### config.mk
export PLATFORM = sky130hd
export DESIGN_NAME = pipeline_hazard_ctrl
export DESIGN_NICKNAME = d
export VERILOG_FILES = /design/src/rtl/pipeline_hazard_ctrl.sv
export SDC_FILE = /design/constraint.sdc
export NUM_CORES = 1
export LEC_CHECK = 0
export CORE_AREA = 10 10 47 49
export CTS_CLUSTER_DIAMETER = 100
export DETAILED_ROUTE_END_ITERATION = 10
export DIE_AREA = 0 0 57 59
export GPL_TIMING_DRIVEN = 1
export PLACE_DENSITY = 0.83
export SETUP_SLACK_MARGIN = 0.1
export SLEW_MARGIN = 20
export SYNTH_ARGS = -nofsm -noshare
export SYNTH_HDL_FRONTEND = slang
export SYNTH_SLANG_ARGS = --single-unit
### constraint.sdc
create_clock -name clk -period 2.24 [get_ports clk]
set_clock_uncertainty 0.05 [all_clocks]
set_input_delay 0.448 -clock clk [delete_from_list [all_inputs] [get_ports clk]]
set_output_delay 0.448 -clock clk [all_outputs]
set_load 0.01 [all_outputs]
### src/rtl/pipeline_hazard_ctrl.sv
// Pipeline scheduler for the 5-stage MIPS core: load-use stalls, branch flushes, multi-cycle EX holds.
// Optional hazard statistics counters are enabled by defining HAZARD_STATS_EN.
module pipeline_hazard_ctrl #(
  parameter int MC_LAT = 4,
  parameter int REG_W  = 5
) (
  input  logic             clk,
  input  logic             rst_n,
  input  logic [REG_W-1:0] id_rs,
  input  logic [REG_W-1:0] id_rt,
  input  logic             id_uses_rt,
  input  logic             id_mc_op,
  input  logic             ex_mem_read,
  input  logic [REG_W-1:0] ex_dst,
  input  logic             ex_branch_taken,
  output logic             pc_we,
  output logic             ifid_we,
  output logic             ifid_flush,
  output logic             idex_we,
  output logic             idex_bubble,
  output logic             mc_busy
`ifdef HAZARD_STATS_EN
  ,
  output logic [31:0]      lu_cnt,
  output logic [31:0]      flush_cnt,
  output logic [31:0]      mc_cnt
`endif
);

  typedef enum logic {
    RUN,
    MC_BUSY
  } state_t;

  localparam logic [REG_W-1:0] CNT_INIT = REG_W'(MC_LAT - 1);
  localparam logic [REG_W-1:0] CNT_ONE  = REG_W'(1);
  localparam bit               MC_HOLDS = (MC_LAT > 1);

  state_t           state;
  logic [REG_W-1:0] cnt;
  logic             lu;
  logic             mc_enter;

  assign lu = ex_mem_read && (ex_dst != '0) &&
              ((ex_dst == id_rs) || (id_uses_rt && (ex_dst == id_rt)));

  // A multi-cycle op only starts its hold if it actually advanced into EX this cycle.
  assign mc_enter = MC_HOLDS && (state == RUN) && id_mc_op && !ex_branch_taken && !lu;

  always_comb begin
    pc_we       = 1'b1;
    ifid_we     = 1'b1;
    ifid_flush  = 1'b0;
    idex_we     = 1'b1;
    idex_bubble = 1'b0;
    mc_busy     = 1'b0;
    if (!rst_n) begin
      pc_we       = 1'b0;
      ifid_we     = 1'b0;
      ifid_flush  = 1'b1;
      idex_we     = 1'b1;
      idex_bubble = 1'b1;
    end else if (state == MC_BUSY) begin
      pc_we   = 1'b0;
      ifid_we = 1'b0;
      idex_we = 1'b0;
      mc_busy = 1'b1;
    end else if (ex_branch_taken) begin
      ifid_flush  = 1'b1;
      idex_bubble = 1'b1;
    end else if (lu) begin
      pc_we       = 1'b0;
      ifid_we     = 1'b0;
      idex_bubble = 1'b1;
    end
  end

  always_ff @(posedge clk or negedge rst_n) begin
    if (!rst_n) begin
      state <= RUN;
      cnt   <= '0;
    end else begin
      case (state)
        RUN: begin
          if (mc_enter) begin
            state <= MC_BUSY;
            cnt   <= CNT_INIT;
          end
        end
        MC_BUSY: begin
          // Leaving on cnt<=1 also recovers from an out-of-range zero count.
          if (cnt <= CNT_ONE) begin
            state <= RUN;
            cnt   <= '0;
          end else begin
            cnt <= cnt - CNT_ONE;
          end
        end
        default: begin
          state <= RUN;
          cnt   <= '0;
        end
      endcase
    end
  end

`ifdef HAZARD_STATS_EN
  always_ff @(posedge clk or negedge rst_n) begin
    if (!rst_n) begin
      lu_cnt    <= '0;
      flush_cnt <= '0;
      mc_cnt    <= '0;
    end else begin
      if (state == RUN && ex_branch_taken) flush_cnt <= flush_cnt + 32'd1;
      if (state == RUN && lu && !ex_branch_taken) lu_cnt <= lu_cnt + 32'd1;
      if (state == MC_BUSY) mc_cnt <= mc_cnt + 32'd1;
    end
  end
`endif

endmodule

==> results of run 1 <==
## cell type report
class,instances,area [sq um],area share
tap,16,20.0,0.0247
sequential,6,150,0.185
multi-input combinational,47,350,0.431
timing repair buffer,31,250,0.308
inverter,5,18.8,0.0231
clock buffer,3,22.5,0.0277
## routing by layer
metal  routed length (um)  global-route usage
met2                  629               0.136
met3                  173              0.0622
met4                   36              0.0503
met1                  594              0.0994
met5                    0                   0
## sequential cells by signal, indices dropped and copies added (netlist names)
name,count
cnt,5
state,1
## cell families (layout without fill, tap and decap cells)
kind of cell             after synthesis  in the layout  share of synthesized area
buffers and inverters                  6             39                     0.0504
flip-flops                             6              6                      0.288
XOR/XNOR                              10             10                      0.168
AO/OA/AOI/OAI                         11             11                      0.192
adder cells (fa/ha/maj)                2              2                     0.0480
multiplexers                           1              1                     0.0192
AND/OR/NAND/NOR                       23             23                      0.235
## through the flow
| step | worst slack, ns | utilization | power, mW |
|---|---|---|---|
| floorplan | 0.323 | - | 0.453 |
| global placement | -0.527 | 0.594 | 0.586 |
| detailed placement | -0.603 | 0.594 | 0.603 |
| CTS | 0.108 | 0.591 | 0.672 |
| global route | 0.105 | 0.579 | 0.744 |
| finish | 0.161 | 0.579 | 0.668 |
## synthesized netlist by cell type
cell type | count | area (sq um)
a211o_1 | 1 | 8.76
a211o_2 | 1 | 10.0
a21oi_1 | 2 | 10.0
a21oi_2 | 1 | 8.76
a31oi_1 | 1 | 6.26
a31oi_4 | 1 | 21.3
and2_2 | 1 | 7.51
buf_4 | 1 | 7.51
dfrtp_1 | 6 | 150
ha_1 | 2 | 25.0
inv_1 | 5 | 18.8
mux2i_1 | 1 | 10.0
nand2_1 | 5 | 18.8
nand2_2 | 1 | 6.26
nand3_1 | 3 | 15.0
nand4_1 | 1 | 6.26
nor2_1 | 4 | 15.0
nor2b_1 | 1 | 6.26
nor3_1 | 2 | 10.0
nor4_1 | 1 | 6.26
nor4_2 | 1 | 12.5
o211a_1 | 1 | 10.0
o21ai_0 | 1 | 5.00
o21bai_1 | 1 | 7.51
o22ai_2 | 1 | 12.5
or3_1 | 3 | 18.8
xnor2_1 | 10 | 87.6
## critical path, cell delays in order
cell and delay (ns):
clkdlybuf4s50_1 0.46, nand2_1 0.06, o22ai_2 0.13, nand3_2 0.11, o211a_1 0.23, buf_2 0.14
## timing repair
item                                    4_1_cts  5_1_grt
gates resized for setup                      37       13
pin swaps                                    16       12
endpoints found under the setup margin        6        3
gates cloned                                  0        0
setup buffers                                 0        0
## cell usage in the layout, fill, tap and decap left out, types with 3 or more instances in the layout
| master | count |
|---|---|
| xnor2_1 | 10 |
| inv_1 | 5 |
| clkdlybuf4s15_1 | 5 |
| buf_4 | 5 |
| clkdlybuf4s50_1 | 5 |
| clkbuf_2 | 6 |
| clkbuf_4 | 3 |
| dlygate4sd2_1 | 7 |
| dfrtp_1 | 6 |
| nand2_1 | 5 |
| or3_1 | 3 |
| nor2_1 | 4 |
## path summary, 6_finish.rpt
kind	from	endpoint	slack (ns)	cells after the start
min in group clk	cnt[0]	cnt[0]	0.53	1
setup / recovery	id_uses_rt	pc_we	0.16	6
max in group asynchronous	rst_n	cnt[1]	1.51	2
hold / removal	rst_n	cnt[3]	0.52	2
setup reg to reg	cnt[1]	cnt[1]	0.59	6
hold reg to reg	cnt[0]	cnt[0]	0.53	1
## power by group
part	switching (mW)	internal, mW	total, mW
Combinational	0.182	0.177	0.359
Sequential	0.0553	0.159	0.214
Clock	0.0348	0.0603	0.0951
Total	0.272	0.397	0.668
==> flow_metrics.tcl, run 1 <==
set metrics [dict create \
    area_delta_synth_final_pct 55.6 \
    firstDrtPassIters 1 \
    start_util 0.372 \
    layout-drive-gt1-share 0.272 \
    period_minus_slack_ns 2.08 \
    power_density_mw_per_mm2 823 \
    clock-sinks 6 \
    drc 0 \
    htreeDepth 1 \
    num-nets-final 117 \
    synth_cell_types 27 \
    final_cells 108 \
    worstSkewPairLatency_ns 0.24 \
    drt_iter0_drc 0 \
    cp.arrival_ns 1.58 \
    relSlewSlack 0.680 \
    status "complete, no violations" \
    io_pins 27 \
    antenna_found_initial 0 \
    port_buffers 26 \
    placed_area_sq_um 832 \
    tns_ns 0 \
    clockBufferDepth 2 \
    ys_seq_elements 6 \
    drv_slew 0 \
    hp-class "in -> async" \
    core_area_sq_mm 0.00140 \
    clk_root_buffer_cell "clkbuf_4" \
    fp.dieW_um 57 \
    grt_max_degree 7 \
    setup_viol 0 \
    critical_path_class "in -> out" \
    fmax_mhz 481 \
    wl_per_cell_um 13.3 \
    synthCells 59 \
    cts_tree "yes" \
    rows 14 \
    ys_warn_count 0 \
    syn-num-nets 82 \
    clk_pin_slew_worst_paths_ns 0.04 \
    fin_crit_sh 0.928 \
    antenna_cells 0 \
    die_h_um 59 \
    grt_first_pass_wirelength_um 2470 \
    n_fill_cell 131 \
    vias 546 \
    crit_required_ns 1.74 \
    dp_hpwl_um 1290 \
    yosysSeqAreaShare 0.288 \
    cp-end-kind "primary output" \
    timing_hold_violations_final 0 \
    grt_overflow_total 0 \
    p_leak_nw 0.363 \
    cts_hold_buf 0 \
    ir_drop_uv 464 \
    holdWs_ns 0.520 \
    grt_usage 0.0932 \
    maxCapViolCount 0 \
    ant_nets 0 \
    grt_pass1_vias 565 \
    syn-cell-area_sq_um 522 \
    die_area_sq_mm 0.00336 \
    stdcell_area_sq_um 812 \
    worst_pin_slew_ns 0.476 \
    dpl.cell_count 105 \
    rsz0062_at_grt "no" \
    cp_max_fo 2 \
    place.gp.congestion 0.816 \
    syn_avg_cell_area_sq_um 8.84 \
    totalWireLength_um 1430 \
    startpoint_type "input pin" \
    cts_made_buffers 3 \
    via_per_inst 5.06 \
]
Power figures use the tool's default switching activity.
==> run 2: changes to the inputs <==
Settings changed: GPL_TIMING_DRIVEN 1 to not set, MAX_ROUTING_LAYER set to met4, SETUP_SLACK_MARGIN 0.1 to not set.
==> flow_metrics.tcl, run 2 (synthesis gave the netlist of run 1 again) <==
set metrics [dict create \
    status "complete, no violations" \
    clockBufferDepth 2 \
    clock-sinks 6 \
    critical-path-top-delay-family "buffers and inverters" \
    layout-drive-gt1-share 0.207 \
    num-nets-final 117 \
    antenna_found_initial 0 \
    hp-class "in -> async" \
    cts_made_buffers 3 \
    critical_path_class "in -> out" \
    clk_root_buffer_cell "clkbuf_4" \
    tns_ns 0 \
    startpoint_type "input pin" \
    maxCapViolCount 0 \
    drc 0 \
    via_per_inst 5.08 \
    cp_max_fo 3 \
    htreeDepth 1 \
    die_h_um 59 \
    worst_path_largest_cell_delay_ns 0.54 \
    power_density_mw_per_mm2 804 \
    fmax_mhz 457 \
    cts_tree "yes" \
    n_fill_cell 128 \
    timing_hold_violations_final 0 \
    rsz0062_at_grt "no" \
    ant_nets 0 \
    cp-end-kind "primary output" \
    p_leak_nw 0.378 \
    ir_drop_uv 470 \
    drv_slew 0 \
    grt_max_degree 7 \
    top_register "cnt" \
    totalWireLength_um 1440 \
    wl_per_cell_um 13.3 \
    grt_usage 0.0954 \
    grt_pass1_vias 565 \
    relSlewSlack 0.680 \
    cts_hold_buf 0 \
    area_delta_synth_final_pct 59.5 \
    port_buffers 26 \
    core_area_sq_mm 0.00140 \
    fin_crit_sh 0.977 \
    reg2reg_from "cnt[1]" \
    die_area_sq_mm 0.00336 \
    grt_first_pass_wirelength_um 2460 \
    final_common_cell "dlygate4sd2_1" \
    cts_setup_buffers 0 \
    holdWs_ns 0.521 \
    worst-path-buf-inv 2 \
    vias 549 \
    io_pins 27 \
    period_minus_slack_ns 2.19 \
    dp_hpwl_um 1290 \
    rows 14 \
    setup_viol 0 \
    antenna_cells 0 \
    worstSkewPairLatency_ns 0.24 \
    start_util 0.372 \
    cp-startpoint "rst_n" \
    critPathSlowestCell "clkdlybuf4s50_1" \
    cp.arrival_ns 1.69 \
    clk_pin_slew_worst_paths_ns 0.04 \
    final_cell_mix "dlygate4sd2_1, xnor2_1, dfrtp_1, clkdlybuf4s50_1" \
    largest_reg_flops 5 \
    drt_iter0_drc 0 \
    fp.dieW_um 57 \
    reg_top3 "cnt: 5 flops, state: 1 flops" \
    worst_pin_slew_ns 0.476 \
    firstDrtPassIters 1 \
    place.gp.congestion 0.828 \
    crit_required_ns 1.74 \
    grt_overflow_total 0 \
    critPathMostFrequentCell "clkdlybuf4s50_1" \
    path_cells "clkdlybuf4s50_1 -> and2_2 -> clkdlybuf4s50_1" \
]
[run 2: changes by cell type in the layout (fill, tap and decap cells not counted)]
cell             change
buf_6                -1
dlymetal6s2s_1       +2
dlygate4sd2_1        +7
buf_2                +1
clkdlybuf4s15_1      -4
clkdlybuf4s50_1      +1
clkbuf_2             -6
[run 2: per-stage QoR]
step,setup WS (ns),cell area [sq um],util,total power [mW],std cells
after detailed placement,-0.603,832,0.594,0.603,105
after global placement,-0.527,832,0.594,0.586,105
after global routing,0.00654,832,0.594,0.745,108
after floorplan,0.323,522,-,0.453,59
final,0.0517,832,0.594,0.669,108
after CTS,0.0233,826,0.589,0.680,108
[run 2: final timing paths]
check                      slack [ns]      end  depth (start not counted)
hold / removal                   0.52   cnt[3]                          2
setup / recovery                 0.05  mc_busy                          3
max in group asynchronous        1.51   cnt[1]                          2
hold reg to reg                  0.53   cnt[0]                          1
setup reg to reg                 0.59   cnt[1]                          6
min in group clk                 0.53   cnt[0]                          1
[run 2: metal layers]
metal,part of all wire,GRT usage
met4,0.025,0.0503
met2,0.43,0.136
met1,0.45,0.107
met3,0.085,0.0472
met5,0,-
[run 2: final cells by class]
| type | instances | area (sq um) | share of cell area |
|---|---|---|---|
| inverter | 5 | 18.8 | 0.0226 |
| sequential | 6 | 150 | 0.180 |
| clock buffer | 3 | 22.5 | 0.0271 |
| tap | 16 | 20.0 | 0.0241 |
| timing repair buffer | 31 | 270 | 0.325 |
| multi-input combinational | 47 | 350 | 0.421 |
[run 2: report_power, final]
group	switching, mW	internal, mW	leakage [nW]	total, mW
combinational	0.181	0.179	0.288	0.360
clock	0.0348	0.0603	0.0138	0.0951
sequential	0.0550	0.159	0.0761	0.214
[run 2: what timing repair did]
item / 4_1_cts / 5_1_grt
pin swaps: 14 / 3
gates resized for setup: 29 / 3
setup endpoints to repair: 3 / 4
